## config.mk

```make
export PLATFORM = sky130hd
export DESIGN_NAME = inst_fetch_enq_flat
export DESIGN_NICKNAME = d
export VERILOG_FILES = /design/src/rtl/inst_fetch_enq_if.sv /design/src/rtl/inst_fetch_enq.sv /design/src/flat_wrapper.sv
export SDC_FILE = /design/constraint.sdc
export NUM_CORES = 1
export LEC_CHECK = 0
export BUFFER_PORTS_ARGS = -buffer_cell sky130_fd_sc_hd__buf_2
export CAP_MARGIN = 5
export CORE_MARGIN = 3
export CORE_UTILIZATION = 41
export DETAILED_ROUTE_END_ITERATION = 8
export GPL_ROUTABILITY_DRIVEN = 0
export PLACE_DENSITY = 0.87
export SETUP_SLACK_MARGIN = 0.4
export SLEW_MARGIN = 20
export SYNTH_ARGS = -nofsm -noshare
export SYNTH_HDL_FRONTEND = slang
export SYNTH_SLANG_ARGS = --single-unit
```

## constraint.sdc

```tcl
create_clock -name clk -period 2.4 [get_ports clk]
set_input_delay 0.24 -clock clk [delete_from_list [all_inputs] [get_ports clk]]
set_output_delay 0.24 -clock clk [all_outputs]
set_load 0.01 [all_outputs]
```

## src/rtl/inst_fetch_enq_if.sv

```systemverilog
// Fetch-stage bus bundle: imem request/response, redirect input, queue push and perf counters.
// The fetch block is the master; the imem/queue/backend side is the slave.
interface inst_fetch_enq_if #(
    parameter int DATA_WIDTH = 64
);
    // Handshakes: a request is valid in any cycle where imem_rmask != 0 and it has no ready;
    // imem_resp is a one-cycle strobe qualifying imem_rdata; enqueue is a one-cycle push that
    // the queue always accepts, because the master pushes only into a slot it checked was free;
    // redirect_valid is a one-cycle strobe qualifying redirect_pc.
    logic                  redirect_valid;
    logic [31:0]           redirect_pc;
    logic [31:0]           imem_addr;
    logic [3:0]            imem_rmask;
    logic [31:0]           imem_rdata;
    logic                  imem_resp;
    logic                  enqueue;
    logic [DATA_WIDTH-1:0] wdata;
    logic                  is_full;
    logic [31:0]           perf_stall_cnt;
    logic [31:0]           perf_drop_cnt;

    modport master (
        input  redirect_valid, redirect_pc, imem_rdata, imem_resp, is_full,
        output imem_addr, imem_rmask, enqueue, wdata, perf_stall_cnt, perf_drop_cnt
    );

    modport slave (
        output redirect_valid, redirect_pc, imem_rdata, imem_resp, is_full,
        input  imem_addr, imem_rmask, enqueue, wdata, perf_stall_cnt, perf_drop_cnt
    );
endinterface

```

## src/rtl/inst_fetch_enq.sv

```systemverilog
// Fetch stage: one imem read outstanding, pushes {pc, inst} into the instruction queue.
// Optional perf counters are enabled by defining INST_FETCH_PERF_EN.
module inst_fetch_enq #(
    parameter logic [31:0] RESET_PC   = 32'h1eceb000,
    parameter int          DATA_WIDTH = 64
) (
    input  logic                    clk,
    input  logic                    rst,
    inst_fetch_enq_if.master        io_bus,
    output logic [1:0]              o_dbg_state
);

    typedef enum logic [1:0] {
        S_FETCH   = 2'd0,
        S_WAIT    = 2'd1,
        S_DISCARD = 2'd2
    } state_t;

    if (DATA_WIDTH != 64) begin : g_bad_width
        $error("inst_fetch_enq: DATA_WIDTH must be 64");
    end

    state_t                r_state;
    state_t                w_state_nxt;
    logic [31:0]           r_pc;
    logic [31:0]           w_pc_nxt;
    logic [31:0]           w_redir_pc;
    logic [3:0]            w_rmask;
    logic                  w_enq;
    logic [DATA_WIDTH-1:0] w_wdata;
    logic                  w_stall_inc;
    logic                  w_drop_inc;

    assign w_redir_pc = {io_bus.redirect_pc[31:2], 2'b00};

    always_comb begin
        w_state_nxt = r_state;
        w_pc_nxt    = r_pc;
        w_rmask     = 4'h0;
        w_enq       = 1'b0;
        w_wdata     = '0;
        w_stall_inc = 1'b0;
        w_drop_inc  = 1'b0;
        case (r_state)
            S_FETCH: begin
                // imem_resp here can only be a leftover from before reset; ignore it.
                if (io_bus.redirect_valid) begin
                    w_pc_nxt = w_redir_pc;
                end else if (io_bus.is_full) begin
                    w_stall_inc = 1'b1;
                end else begin
                    w_rmask     = 4'hf;
                    w_state_nxt = S_WAIT;
                end
            end
            S_WAIT: begin
                if (io_bus.imem_resp) begin
                    if (io_bus.redirect_valid) begin
                        w_pc_nxt   = w_redir_pc;
                        w_drop_inc = 1'b1;
                    end else begin
                        w_enq    = 1'b1;
                        w_wdata  = {r_pc, io_bus.imem_rdata};
                        w_pc_nxt = r_pc + 32'd4;
                    end
                    w_state_nxt = S_FETCH;
                end else if (io_bus.redirect_valid) begin
                    w_pc_nxt    = w_redir_pc;
                    w_state_nxt = S_DISCARD;
                end
            end
            S_DISCARD: begin
                // Stale-path response still owed; the latest redirect target wins.
                if (io_bus.redirect_valid) begin
                    w_pc_nxt = w_redir_pc;
                end
                if (io_bus.imem_resp) begin
                    w_drop_inc  = 1'b1;
                    w_state_nxt = S_FETCH;
                end
            end
            default: begin
                w_state_nxt = S_FETCH;
            end
        endcase
        if (rst) begin
            w_rmask = 4'h0;
            w_enq   = 1'b0;
            w_wdata = '0;
        end
    end

    always_ff @(posedge clk) begin
        if (rst) begin
            r_state <= S_FETCH;
            r_pc    <= RESET_PC;
        end else begin
            r_state <= w_state_nxt;
            r_pc    <= w_pc_nxt;
        end
    end

    assign io_bus.imem_addr  = r_pc;
    assign io_bus.imem_rmask = w_rmask;
    assign io_bus.enqueue    = w_enq;
    assign io_bus.wdata      = w_wdata;
    assign o_dbg_state       = r_state;

`ifdef INST_FETCH_PERF_EN
    logic [31:0] r_stall_cnt;
    logic [31:0] r_drop_cnt;

    // Both counters saturate rather than wrap.
    always_ff @(posedge clk) begin
        if (rst) begin
            r_stall_cnt <= 32'h0;
            r_drop_cnt  <= 32'h0;
        end else begin
            if (w_stall_inc && (r_stall_cnt != 32'hffffffff)) begin
                r_stall_cnt <= r_stall_cnt + 32'd1;
            end
            if (w_drop_inc && (r_drop_cnt != 32'hffffffff)) begin
                r_drop_cnt <= r_drop_cnt + 32'd1;
            end
        end
    end

    assign io_bus.perf_stall_cnt = r_stall_cnt;
    assign io_bus.perf_drop_cnt  = r_drop_cnt;
`else
    logic w_unused_perf;
    assign w_unused_perf         = w_stall_inc ^ w_drop_inc;
    assign io_bus.perf_stall_cnt = 32'h0;
    assign io_bus.perf_drop_cnt  = 32'h0;
`endif

endmodule

```

## src/flat_wrapper.sv

```systemverilog
// flat-port wrapper written by rule: the top's interface ports become plain ports
module inst_fetch_enq_flat 
#(
    parameter logic [31:0] RESET_PC   = 32'h1eceb000,
    parameter int          DATA_WIDTH = 64
)
  (clk, rst, o_dbg_state, io_bus_redirect_valid, io_bus_redirect_pc, io_bus_imem_rdata, io_bus_imem_resp, io_bus_is_full, io_bus_imem_addr, io_bus_imem_rmask, io_bus_enqueue, io_bus_wdata, io_bus_perf_stall_cnt, io_bus_perf_drop_cnt);
  inst_fetch_enq_if #(.DATA_WIDTH(DATA_WIDTH)) io_bus_i ();
  input  logic clk;
  input  logic rst;
  output logic [1:0] o_dbg_state;
  input wire logic [$bits(io_bus_i.redirect_valid)-1:0] io_bus_redirect_valid;
  input wire logic [$bits(io_bus_i.redirect_pc)-1:0] io_bus_redirect_pc;
  input wire logic [$bits(io_bus_i.imem_rdata)-1:0] io_bus_imem_rdata;
  input wire logic [$bits(io_bus_i.imem_resp)-1:0] io_bus_imem_resp;
  input wire logic [$bits(io_bus_i.is_full)-1:0] io_bus_is_full;
  output wire logic [$bits(io_bus_i.imem_addr)-1:0] io_bus_imem_addr;
  output wire logic [$bits(io_bus_i.imem_rmask)-1:0] io_bus_imem_rmask;
  output wire logic [$bits(io_bus_i.enqueue)-1:0] io_bus_enqueue;
  output wire logic [$bits(io_bus_i.wdata)-1:0] io_bus_wdata;
  output wire logic [$bits(io_bus_i.perf_stall_cnt)-1:0] io_bus_perf_stall_cnt;
  output wire logic [$bits(io_bus_i.perf_drop_cnt)-1:0] io_bus_perf_drop_cnt;
  assign io_bus_i.redirect_valid = io_bus_redirect_valid;
  assign io_bus_i.redirect_pc = io_bus_redirect_pc;
  assign io_bus_i.imem_rdata = io_bus_imem_rdata;
  assign io_bus_i.imem_resp = io_bus_imem_resp;
  assign io_bus_i.is_full = io_bus_is_full;
  assign io_bus_imem_addr = io_bus_i.imem_addr;
  assign io_bus_imem_rmask = io_bus_i.imem_rmask;
  assign io_bus_enqueue = io_bus_i.enqueue;
  assign io_bus_wdata = io_bus_i.wdata;
  assign io_bus_perf_stall_cnt = io_bus_i.perf_stall_cnt;
  assign io_bus_perf_drop_cnt = io_bus_i.perf_drop_cnt;
  inst_fetch_enq #(.RESET_PC(RESET_PC), .DATA_WIDTH(DATA_WIDTH)) u_core (.clk(clk), .rst(rst), .io_bus(io_bus_i), .o_dbg_state(o_dbg_state));
endmodule
```

Word level (Yosys, flattened, before mapping)
Cells that the tools add are included.

Flip-flop bits (word level): 34. Input port bits: 69. Word-level logic and storage cells: 35.

Multiplexer cells: 22. Reductions and logical operators: 4. $add $sub $neg: 1. Equal/unequal tests: 6.

Operators with widths (number): 2-to-1 mux 64 bit (4); 2-to-1 mux 32 bit (3); one-hot mux 32 bit (2 select lines) (1); adder 32 x 3 -> 32 bit (second input constant) (1); 2-to-1 mux 4 bit (4); 2-to-1 mux 2 bit (5); != test 2 bit (second input constant) (3); one-hot mux 2 bit (3 select lines) (1); 2-to-1 mux 1 bit (4); AND reduction 4 bit (1); != test 3 bit (second input constant) (1); == test 2 x 1 -> 1 bit (second input constant) (1); == test 2 bit (second input constant) (1); logical NOT 2 bit (1); nonzero test 2 bit (1); OR reduction 2 bit (1).

Longest topological paths before layout
Gate-level depths: netlist of run 1.

Depth in word-level cells: 4. Gate-level depth with buffers: 7. Depth with buffers taken out: 6.

Worst setup path after synthesis of run 1
No wires, ideal clock.

Path kind: reg-to-reg. Start point: register u_core.r_pc[2] (netlist: u_core.io_bus.imem_addr[2]). End point: register u_core.r_pc[30] (netlist: u_core.io_bus.imem_addr[30]). Setup slack: 0.357 ns. Cell stages (with the launch flop): 7. Arrival: 1.921 ns. Path buffers: 0. Cells stage by stage: dfxtp_1 -> ha_1 -> and3_1 -> nand4_1 -> or3_1 -> o311a_1 -> o311a_1.

Cells in the longest elaborated chain, start to end: 4.

Ends and longest elaborated chain: start: declaration (RTL line inst_fetch_enq.sv:25) `logic [31:0] r_pc;`; start signal: assignment (RTL line inst_fetch_enq.sv:99) `r_pc <= w_pc_nxt;`; adder 32 x 3 -> 32 bit (RTL line inst_fetch_enq.sv:64) `w_pc_nxt = r_pc + 32'd4;`; 2-to-1 mux 32 bit (RTL line inst_fetch_enq.sv:58) `if (io_bus.redirect_valid) begin`; 2-to-1 mux 32 bit (RTL line inst_fetch_enq.sv:57) `if (io_bus.imem_resp) begin`; one-hot mux 32 bit (2 select lines) (RTL line inst_fetch_enq.sv:44) `case (r_state)`.

No other way between the ends. A chain may end at the register's enable or synchronous reset.

Worst setup path after layout of run 1
Start point: register u_core.r_pc[3] (netlist: u_core.io_bus.imem_addr[3]). End point: register u_core.r_pc[30] (netlist: u_core.io_bus.imem_addr[30]).

Same word-level chain as after synthesis.

==> out/results.ini, run 1 <==
[finish]
drive_above_1_share=0.380
antenna_cells=0
final_cell_mix=169 x buf_2, 70 x and3_1, 64 x conb_1
nets=661
layout_commonest_cell=buf_2
final_core_util=0.558
area_growth_pct=30.9

[worst_setup_path]
slowest_stage=dfxtp_4
crit_buf_inv=0
cp_max_fo=7
critical_path_required_ns=2.58
arrival_ns=2.18
slowest_delay_ns=0.39
crit_type=register to register
path_cells=ha_4 -> and3_4 -> nand4_1 -> or3_1 -> o311a_1 -> o311a_1
start_kind=register
cp_common_cell=o311a_1
reg2reg_slack_ns=0.41
crit_path_end_kind=register
critPathTopFamily=simple AND/OR/NAND/NOR gates

[die]
start_util=0.426
die_w_um=93.1
num_rows=31
die_y_um=93.1
coreArea_um2=7290
ioPinCount=236
die_area_um2=8660

[yosys]
synth_top_area_frac=0.219
syn_area_per_cell_um2=7.30
synth.largest_area_cell=dfxtp_1
synth_cells=426
synth-edff-count=0
ys_ff_latch=34
ys_types=59
synth_area_um2=3110
synth-seq-area-share=0.219
ys.flop_type=dfxtp_1
ys_top_cells_by_area=dfxtp_1 22%, buf_4 16%, and3_1 14%, clkbuf_1 3.7%, nand2_1 3.6%
synth_warnings=0
async_flop_share=0

[sta]
clock_skew_ns=0.00495
hold_viol_final=0
post-route-min-period_ns=1.99
fin_tns_setup_ns=0
setup_viol=0
rsz0062_at_grt=true
fin_crit_sh=0.830
setup_ws_ns=0.408
worst_pin_slew_ns=0.575
hold_ws_ns=0.163
relSlewSlack=0.614
max_freq_mhz=502
slew_violations=0

[clock_tree]
htree_levels=2
clkLatencyLatePin_ns=0.29
clock-root-buffer=clkbuf_8
ctsHoldBuffers=0
clockBufferDepth=2
cts_tree=built
clk_pin_slew_worst_paths_ns=0.08
numCtsBuffers=5
cts.sinks=34

[drt]
drtIter0Drc=442
ant_nets=0
wirelength_um=11600
wl_per_cell_um=16.8
route.vias.total=3859
drtPass1Iterations=5
drc=0
viasPerCell=5.58

[min_path]
hold_path.class=primary input to register

[flow_run]
cap_viol_max_count=0

[global_routing]
met3_usage=0.0491
gr-total-overflow=0
grt_usage=0.253
grt_pass1_wl_um=17800
met2_usage=0.443
first_global_vias=3570
antenna_found_initial=0
grt_max_degree=71
grtUsageMet1=0.310
grt-busiest-layer=met2

[run_status]
status=finished clean

[place]
pre_cts_ws_ns=0.302
io_buffers=169
dpl.hpwl_um=8650

[power]
power_leakage_nw=2.27
power_density_nw_per_um2=391
peakVddDrop_mv=0.275
p_total_mw=1.59

final cells by class:
type / count / area (um2)
well taps: 99 / 124
multi-input cells: 352 / 2060
fillers: 685 / 3220
clock inverters: 3 / 45.0
flip-flops and latches: 34 / 699
clock buffers: 5 / 68.8
repair buffers: 194 / 1060
inverters: 4 / 15.0
synthesized netlist by cell type, types with 6 or more instances:
cell and count:
nand2_1 30, nor3_1 15, nand3_1 12, nand2b_1 6, dfxtp_1 34, nor2_1 21
nand4_1 9, o21ai_0 15, a21oi_1 15, buf_4 67, and3_1 71, a22oi_1 6
clkbuf_1 31
final timing paths:
path                                                              start                                  endpoint  cells after the start
worst max-delay path            u_core.io_bus.imem_addr[3]$_SDFFE_PP0P_  u_core.io_bus.imem_addr[30]$_SDFFE_PP0P_                      6
worst min-delay path                                     io_bus_is_full        u_core.o_dbg_state[0]$_SDFFE_PP0P_                      2
worst max register to register  u_core.io_bus.imem_addr[3]$_SDFFE_PP0P_  u_core.io_bus.imem_addr[30]$_SDFFE_PP0P_                      6
worst min register to register  u_core.io_bus.imem_addr[1]$_SDFFE_PP0P_   u_core.io_bus.imem_addr[1]$_SDFFE_PP0P_                      1
logic make-up after synthesis:
group,count (synthesis),share of synthesized area
buffers and inverters,104,0.207
other,1,0.00121
XOR/XNOR,4,0.0113
AO/OA/AOI/OAI,81,0.181
adder cells (fa/ha/maj),1,0.00403
multiplexers,6,0.0201
AND/OR/NAND/NOR,195,0.356
flip-flops,34,0.219
what timing repair did:
action,CTS,global route
setup buffers,1,2
endpoints found under the setup margin,47,51
cloned,1,0
pin swaps,1,1
resized for setup,11,8
hold endpoints to repair,0,0
worst register-to-register path: cells and delay by family, from the launching register on:
kind,cells,cell delay (ns)
AO/OA/AOI/OAI,2,0.65
adder cells (fa/ha/maj),1,0.15
flip-flops,1,0.39
AND/OR/NAND/NOR,3,0.68
per-stage QoR:
| step | cells | cell area, um2 |
|---|---|---|
| final | 691 | 4070 |
| after global routing | 691 | 4070 |
| after detailed placement | 679 | 3870 |
| after floorplan | 489 | 3350 |
| after CTS | 689 | 4040 |
| after global placement | 679 | 3870 |
sequential cells by signal, indices dropped and copies added (netlist names):
register and cells:
u_core.o_dbg_state 2, u_core.io_bus.imem_addr 32
routing by layer:
| layer | wire length, um | part of all wire |
|---|---|---|
| met5 | 0 | 0 |
| met3 | 1370 | 0.12 |
| met2 | 5830 | 0.50 |
| met1 | 4140 | 0.36 |
| met4 | 298 | 0.026 |
power by group:
part / switching (mW) / internal, mW / total (mW)
clock network: 0.232 / 0.309 / 0.541
logic: 0.231 / 0.154 / 0.385
registers: 0.0627 / 0.601 / 0.664
total: 0.526 / 1.06 / 1.59
Note: power is estimated with default switching activity, not from simulation.
==> run 2, diff against run 1 <==
--- a/config.mk
+++ b/config.mk
@@ -5,13 +5,14 @@
 export SDC_FILE = /design/constraint.sdc
 export NUM_CORES = 1
 export LEC_CHECK = 0
+export ABC_AREA = 1
 export BUFFER_PORTS_ARGS = -buffer_cell sky130_fd_sc_hd__buf_2
 export CAP_MARGIN = 5
 export CORE_MARGIN = 3
-export CORE_UTILIZATION = 41
+export CORE_UTILIZATION = 43
 export DETAILED_ROUTE_END_ITERATION = 8
 export GPL_ROUTABILITY_DRIVEN = 0
-export PLACE_DENSITY = 0.87
+export PLACE_DENSITY = 0.88
 export SETUP_SLACK_MARGIN = 0.4
 export SLEW_MARGIN = 20
 export SYNTH_ARGS = -nofsm -noshare
==> constraint.sdc (replaced) <==
create_clock -name clk -period 1.95 [get_ports clk]
set_input_delay 0.195 -clock clk [delete_from_list [all_inputs] [get_ports clk]]
set_output_delay 0.195 -clock clk [all_outputs]
set_load 0.01 [all_outputs]
==> run 2 against run 1 <==
- flip-flop and latch count unchanged
- die area up 4.5%
- critical path depth up 6
- clock power up 5.5%
- highest routed layer unchanged
- non-clock buffer count up 29
==> out/results.ini, run 2 <==
[run_status]
status=finished clean  ; unchanged

[yosys]
yosys-top-cells-count=108 x nor2_1, 94 x inv_1, 94 x nand2_1  ; was 71 x and3_1, 67 x buf_4, 34 x dfxtp_1
synth_warnings=0  ; unchanged
synth.most_common_cell=nor2_1  ; was and3_1
async_flop_share=0  ; unchanged
ys_ff_latch=34  ; unchanged
synth-seq-area-share=0.199  ; was 0.219
syn_area_per_cell_um2=5.82  ; was 7.30 um2
synth_area_um2=3420  ; was 3110 um2
synth_cells=587  ; was 426
ys.flop_type=dfxtp_1  ; unchanged
synth-edff-count=0  ; unchanged
synth_top_area_frac=0.199  ; was 0.219
ys_top_cells_by_area=dfxtp_1 20%, buf_4 15%, nor2_1 12%, inv_1 10%, nand2_1 10%  ; was dfxtp_1 22%, buf_4 16%, and3_1 14%, clkbuf_1 3.7%, nand2_1 3.6%
ys_types=38  ; was 59
synth.largest_area_cell=dfxtp_1  ; unchanged

[drt]
viasPerCell=5.19  ; was 5.58
wl_per_cell_um=15.8  ; was 16.8 um
drtIter0Drc=482  ; was 442
ant_nets=0  ; unchanged
drtPass1Iterations=6  ; was 5
route.vias.total=4637  ; was 3859
drc=0  ; unchanged
wirelength_um=14200  ; was 11600 um

[power]
netSwitchingPower_mw=0.779  ; was 0.526 mW
p_comb_frac=0.321  ; was 0.242
power_density_nw_per_um2=396  ; was 391 nW/um2
seqPwrFrac=0.400  ; was 0.417
peakVddDrop_mv=0.282  ; was 0.275 mV
power_leakage_nw=2.88  ; was 2.27 nW
power_frac_clock=0.279  ; was 0.341
p_sw_frac=0.380  ; was 0.331
p_total_mw=2.05  ; was 1.59 mW
internal_power_mw=1.27  ; was 1.06 mW

[die]
ioPinCount=236  ; unchanged
coreArea_um2=7490  ; was 7290 um2
die_y_um=95.1  ; was 93.1 um
die_area_um2=9050  ; was 8660 um2
num_rows=31  ; unchanged
start_util=0.456  ; was 0.426
die_w_um=95.1  ; was 93.1 um

[global_routing]
grt_pass1_wl_um=18300  ; was 17800 um
grt_max_degree=47  ; was 71
first_global_vias=3846  ; was 3570
grt_usage=0.251  ; was 0.253
gr-total-overflow=0  ; unchanged
antenna_found_initial=0  ; unchanged

[worst_setup_path]
slowest_delay_ns=0.39  ; about the same
crit_path_end_kind=register  ; unchanged
cp_common_cell=buf_4  ; was o311a_1
crit_buf_inv=4  ; was 0
critical_path_required_ns=2.12  ; was 2.58 ns
critPathTopFamily=simple AND/OR/NAND/NOR gates  ; unchanged
cp_max_fo=4  ; was 7
slowest_stage=dfxtp_4  ; unchanged
path_cells=nand2_8 -> nor2_8 -> buf_4 -> buf_4 -> buf_8 -> inv_2 -> nor2_4 -> nand3_4 -> o21ai_2 -> nand3_1 -> o221ai_2 -> nand2_1  ; was ha_4 -> and3_4 -> nand4_1 -> or3_1 -> o311a_1 -> o311a_1
start_kind=register  ; unchanged
crit_type=register to register  ; unchanged
arrival_ns=2.03  ; was 2.18 ns

[finish]
fillers=599  ; was 685
regArea_um2=741  ; was 699 um2
layout_commonest_cell=buf_2  ; unchanged
antenna_cells=0  ; unchanged
drive_above_1_share=0.441  ; was 0.380
final_cell_area_um2=5180  ; was 4070 um2
largest_reg_flops=32  ; unchanged
final_cell_mix=160 x buf_2, 91 x inv_1, 79 x nand2_1  ; was 169 x buf_2, 70 x and3_1, 64 x conb_1
nets=863  ; was 661
area_growth_pct=51.6  ; was 30.9%
final_core_util=0.692  ; was 0.558
multi_input_area_um2=2390  ; was 2060 um2

[clock_tree]
cts.sinks=34  ; unchanged
clock-root-buffer=clkbuf_8  ; unchanged
cts_tree=built  ; unchanged
numCtsBuffers=5  ; unchanged
htree_levels=2  ; unchanged
ctsHoldBuffers=0  ; unchanged
clk_pin_slew_worst_paths_ns=0.08  ; about the same
clkLatencyLatePin_ns=0.29  ; about the same
clockBufferDepth=2  ; unchanged

[sta]
max_freq_mhz=538  ; was 502 MHz
rsz0062_at_grt=true  ; unchanged
fin_crit_sh=0.954  ; was 0.830
post-route-min-period_ns=1.86  ; was 1.99 ns
setup_viol=0  ; unchanged
setup_ws_ns=0.0898  ; was 0.408 ns
relSlewSlack=0.636  ; was 0.614
clock_skew_ns=0.00677  ; was 0.00495 ns
fin_tns_setup_ns=0  ; unchanged
slew_violations=0  ; unchanged
hold_viol_final=0  ; unchanged
worst_pin_slew_ns=0.545  ; was 0.575 ns

[min_path]
hold_path.class=primary input to register  ; unchanged

[flow_run]
cap_viol_max_count=0  ; unchanged

[place]
io_buffers=169  ; unchanged
placed_area_um2=4170  ; was 3870 um2
dpl.hpwl_um=8770  ; was 8650 um
pre_cts_ws_ns=0.182  ; was 0.302 ns

-- run 2: changes by cell type after synthesis, sizes merged, moves of 10 or more --
cell / delta
o21ai: +25
and3: -72
nand3: +16
clkbuf: -23
nor2: +97
buf: +10
inv: +97
nand2: +65
-- run 2: worst paths after layout --
check | cells past startpoint | startpoint | slack, ns | endpoint
setup / recovery | 12 | u_core.o_dbg_state[0]$_SDFFE_PP0P_ | 0.09 | u_core.io_bus.imem_addr[17]$_SDFFE_PP1P_
hold / removal | 3 | io_bus_redirect_pc[19] | 0.17 | u_core.io_bus.imem_addr[19]$_SDFFE_PP1P_
setup reg to reg | 12 | u_core.o_dbg_state[0]$_SDFFE_PP0P_ | 0.09 | u_core.io_bus.imem_addr[17]$_SDFFE_PP1P_
hold reg to reg | 2 | u_core.io_bus.imem_addr[0]$_SDFFE_PP0P_ | 0.49 | u_core.io_bus.imem_addr[0]$_SDFFE_PP0P_
-- run 2: final cells by class --
class / count / area share
Inverter: 100 / 0.0761
Clock buffer: 7 / 0.0167
Clock inverter: 1 / 0.000966
Tap cell: 99 / 0.0239
Timing Repair Buffer: 223 / 0.278
Sequential cell: 34 / 0.143
Multi-Input combinational cell: 429 / 0.461
-- run 2: per-stage QoR --
step	hold slack (ns)	std cells
after CTS	0.137	869
after global routing	0.175	893
after detailed placement	0.435	843
after global placement	0.432	843
after floorplan	0.336	650
final	0.168	893
-- run 2: routing by layer --
metal / part of all wire / global-route usage
met5: 0 / 0
met4: 0.045 / 0.0781
met3: 0.12 / 0.0505
met2: 0.49 / 0.413
met1: 0.35 / 0.328
-- run 2: cells by family (layout without fill, tap and decap cells) --
logic type / after synthesis / after routing / synth area share
and+or+nand+nor: 266 / 266 / 0.340
buffers and inverters: 187 / 331 / 0.284
AOI/OAI and AO/OA: 96 / 96 / 0.167
DFF: 34 / 34 / 0.199
xor gates and xnor gates: 2 / 2 / 0.00513
adders and majority gates: 1 / 1 / 0.00366
other: 1 / 64 / 0.00110
-- run 2: worst reg2reg max path: stages, from the launching register on --
cell and delay, ns:
dfxtp_4 0.39, nand2_8 0.07, nor2_8 0.10, buf_4 0.11
buf_4 0.11, buf_8 0.09, inv_2 0.05, nor2_4 0.19
nand3_4 0.14, o21ai_2 0.18, nand3_1 0.12, o221ai_2 0.09
nand2_1 0.10
-- run 2: repair_timing --
item                       4_1_cts  5_1_grt
setup endpoints to repair       96       98
cloned                           2        1
hold endpoints to repair         0        0
buffers inserted                16       23
gates resized for setup         59      110
pin swaps                       16       30
-- run 2: power groups by stage --
stage	sequential (mW)	combinational [mW]	clock, mW
4_1_cts	0.810	0.563	0.555
2_1_floorplan	0.829	0.406	0
5_1_grt	0.825	0.717	0.600
6_report	0.820	0.657	0.571
3_5_place_dp	0.823	0.522	0
3_3_place_gp	0.824	0.515	0
==> run 3, diff against run 2 <==
--- a/config.mk
+++ b/config.mk
@@ -9,12 +9,13 @@
 export BUFFER_PORTS_ARGS = -buffer_cell sky130_fd_sc_hd__buf_2
 export CAP_MARGIN = 5
 export CORE_MARGIN = 3
-export CORE_UTILIZATION = 43
+export CORE_UTILIZATION = 30
 export DETAILED_ROUTE_END_ITERATION = 8
 export GPL_ROUTABILITY_DRIVEN = 0
-export PLACE_DENSITY = 0.88
+export PLACE_DENSITY = 0.66
 export SETUP_SLACK_MARGIN = 0.4
 export SLEW_MARGIN = 20
 export SYNTH_ARGS = -nofsm -noshare
 export SYNTH_HDL_FRONTEND = slang
 export SYNTH_SLANG_ARGS = --single-unit
+export TNS_END_PERCENT = 30
==> run 3 against run 2 <==
- clock skew fell by 0.0040 ns
- clock power rose by 65%
- wire length down 7.0%
- register-to-register slack improved by 0.24 ns
- via count is 8.3% lower
- worst setup slack improved by 0.14 ns
- total power grew 15%
- critical path type is now register to primary output
==> out/results.ini, run 3 (same netlist as run 2, synthesis figures left out) <==
[run_status]
status=finished clean  ; unchanged

[worst_setup_path]
path_cells=nand2_8 -> nor2_8 -> nand2_4 -> nor2_4 -> inv_6 -> buf_12 -> nor2_2 -> buf_2  ; was nand2_8 -> nor2_8 -> buf_4 -> buf_4 -> buf_8 -> inv_2 -> nor2_4 -> nand3_4 -> o21ai_2 -> nand3_1 -> o221ai_2 -> nand2_1
slowest_delay_ns=0.37  ; was 0.39 ns
r2r.worst_path.cells=10  ; was 12
arrival_ns=1.52  ; was 2.03 ns
crit_type=register to primary output  ; was register to register
regToRegStartpoint=u_core.o_dbg_state[0]$_SDFFE_PP0P_  ; unchanged
reg2reg_to=u_core.io_bus.imem_addr[12]$_SDFFE_PP1P_  ; was u_core.io_bus.imem_addr[17]$_SDFFE_PP1P_
crit_buf_inv=3  ; was 4
cp_max_fo=23  ; was 4
crit_path_end_kind=primary output  ; was register
reg2reg_slack_ns=0.33  ; was 0.09 ns
critPathTopFamily=simple AND/OR/NAND/NOR gates  ; unchanged
start_kind=register  ; unchanged
slowest_stage=dfxtp_4  ; unchanged
critical_path_required_ns=1.75  ; was 2.12 ns

[min_path]
worstHoldEndpoint=u_core.io_bus.imem_addr[9]$_SDFFE_PP0P_  ; was u_core.io_bus.imem_addr[19]$_SDFFE_PP1P_
min_from=io_bus_redirect_pc[9]  ; was io_bus_redirect_pc[19]
hold_path.class=primary input to register  ; unchanged
min_path_cells=3  ; unchanged

[die]
die_area_um2=12700  ; was 9050 um2
ioPinCount=236  ; unchanged
start_util=0.311  ; was 0.456
die_y_um=113  ; was 95.1 um
die_w_um=113  ; was 95.1 um
num_rows=38  ; was 31
coreArea_um2=11000  ; was 7490 um2

[finish]
layout_commonest_cell=buf_2  ; unchanged
layout.cells.non_filler=920  ; was 893
area_growth_pct=43.1  ; was 51.6%
final_cell_mix=169 x buf_2, 93 x nor2_1, 92 x inv_1  ; was 160 x buf_2, 91 x inv_1, 79 x nand2_1
drive_above_1_share=0.375  ; was 0.441
largest_reg_flops=32  ; unchanged
nets=849  ; was 863

[drt]
top_layer=met4  ; unchanged
drtPass1Iterations=5  ; was 6
wl_met2_um=6480  ; was 6940 um
drtIter0Drc=212  ; was 482
route.vias.total=4252  ; was 4637
viasPerCell=4.62  ; was 5.19
wl_met1_um=5240  ; was 4880 um
wirelength_um=13200  ; was 14200 um
wl_per_cell_um=14.3  ; was 15.8 um
ant_nets=0  ; unchanged
drc=0  ; unchanged
wl_met3_um=1150  ; was 1700 um

[clock_tree]
clkLatencyLatePin_ns=0.28  ; was 0.29 ns
cts_tree=built  ; unchanged
htree_levels=2  ; unchanged
cts.sinks=34  ; unchanged
clock-root-buffer=clkbuf_16  ; was clkbuf_8
clockBufferDepth=2  ; unchanged
clk_pin_slew_worst_paths_ns=0.05  ; was 0.08 ns
numCtsBuffers=5  ; unchanged

[sta]
clock_skew_ns=0.00278  ; was 0.00677 ns
slew_violations=0  ; unchanged
max_freq_mhz=582  ; was 538 MHz
fin_tns_setup_ns=0  ; unchanged
fin_crit_sh=0.882  ; was 0.954
setup_ws_ns=0.231  ; was 0.0898 ns
rsz0062_at_grt=true  ; unchanged
hold_viol_final=0  ; unchanged
post-route-min-period_ns=1.72  ; was 1.86 ns
setup_viol=0  ; unchanged

[global_routing]
grt_max_degree=47  ; unchanged
gr-total-overflow=0  ; unchanged
first_global_vias=3801  ; was 3846
grt_pass1_wl_um=19200  ; was 18300 um
grt_usage=0.186  ; was 0.251
antenna_found_initial=1  ; was 0

[place]
pre_cts_ws_ns=0.173  ; was 0.182 ns
placedCellCount=891  ; was 843
io_buffers=169  ; unchanged
dpl.hpwl_um=9790  ; was 8770 um

[power]
power_density_nw_per_um2=482  ; was 396 nW/um2
power_leakage_nw=2.76  ; was 2.88 nW
peakVddDrop_mv=0.326  ; was 0.282 mV

[flow_run]
cap_viol_max_count=0  ; unchanged

[run 3: changes by cell type in the layout (fill, tap and decap cells not counted), sizes merged]
cell    change
diode       +1
clkbuf      -2
bufinv      +1
buf        -13
clkinv      -1
[run 3: how the worst max path moves through the flow]
stage / from / cells past startpoint / endpoint / slack [ns]
global route: u_core.o_dbg_state[0]$_SDFFE_PP0P_ / 8 / io_bus_wdata[33] / 0.16
finish: u_core.o_dbg_state[0]$_SDFFE_PP0P_ / 8 / io_bus_wdata[52] / 0.23
global placement: u_core.io_bus.imem_addr[2]$_SDFFE_PP0P_ / 10 / u_core.io_bus.imem_addr[30]$_SDFFE_PP0P_ / 0.23
floorplan: u_core.io_bus.imem_addr[2]$_SDFFE_PP0P_ / 10 / u_core.io_bus.imem_addr[26]$_SDFFE_PP1P_ / 0.35
CTS: u_core.o_dbg_state[0]$_SDFFE_PP0P_ / 8 / io_bus_wdata[52] / 0.23
detailed placement: u_core.io_bus.imem_addr[2]$_SDFFE_PP0P_ / 10 / u_core.io_bus.imem_addr[26]$_SDFFE_PP1P_ / 0.17
[run 3: power by group]
| part | total (mW) | switching, mW | internal, mW |
|---|---|---|---|
| Sequential | 0.804 | 0.0650 | 0.739 |
| Combinational | 0.614 | 0.383 | 0.231 |
| Clock | 0.941 | 0.310 | 0.631 |
| Total | 2.36 | 0.758 | 1.60 |
[run 3: final cells by class]
type                            count  area (um2)
Antenna cell                        1        2.50
Clock buffer                        6         139
Clock inverter                      1        30.0
Fill cell                        1202        6090
Inverter                          100         384
Multi-Input combinational cell    429        2200
Sequential cell                    34         732
Tap cell                          140         175
Timing Repair Buffer              209        1230
[run 3: what timing repair did]
item                       in CTS  in global routing
resized for setup              22                 68
hold buffers                    0                  0
gates cloned                    2                  0
pin swaps                       3                 17
setup endpoints to repair      88                 99
setup buffers                   5                 14
[run 3: metal layers]
metal  up-vias  global-route usage
met3        22              0.0433
li1       2120                   -
met1      1896               0.218
met2       214               0.334
met5         -                   0
met4         0              0.0609
[run 3: worst register-to-register path, stage by stage (launching register included)]
cell	delay, ns
dfxtp_4	0.36
buf_4	0.15
nand2_2	0.07
inv_2	0.06
nor2_4	0.24
inv_2	0.19
buf_4	0.19
o22ai_1	0.10
inv_1	0.06
nand2_1	0.06
nand2_1	0.04
[run 3: stage by stage]
| step | hold slack, ns | cell area [um2] | power (mW) | util |
|---|---|---|---|---|
| floorplan | 0.336 | 3650 | 1.23 | - |
| finish | 0.145 | 4890 | 2.36 | 0.445 |
| detailed placement | 0.439 | 4250 | 1.37 | 0.387 |
| global placement | 0.431 | 4250 | 1.36 | 0.387 |
| global route | 0.167 | 4890 | 2.47 | 0.445 |
| CTS | 0.148 | 4580 | 2.32 | 0.417 |
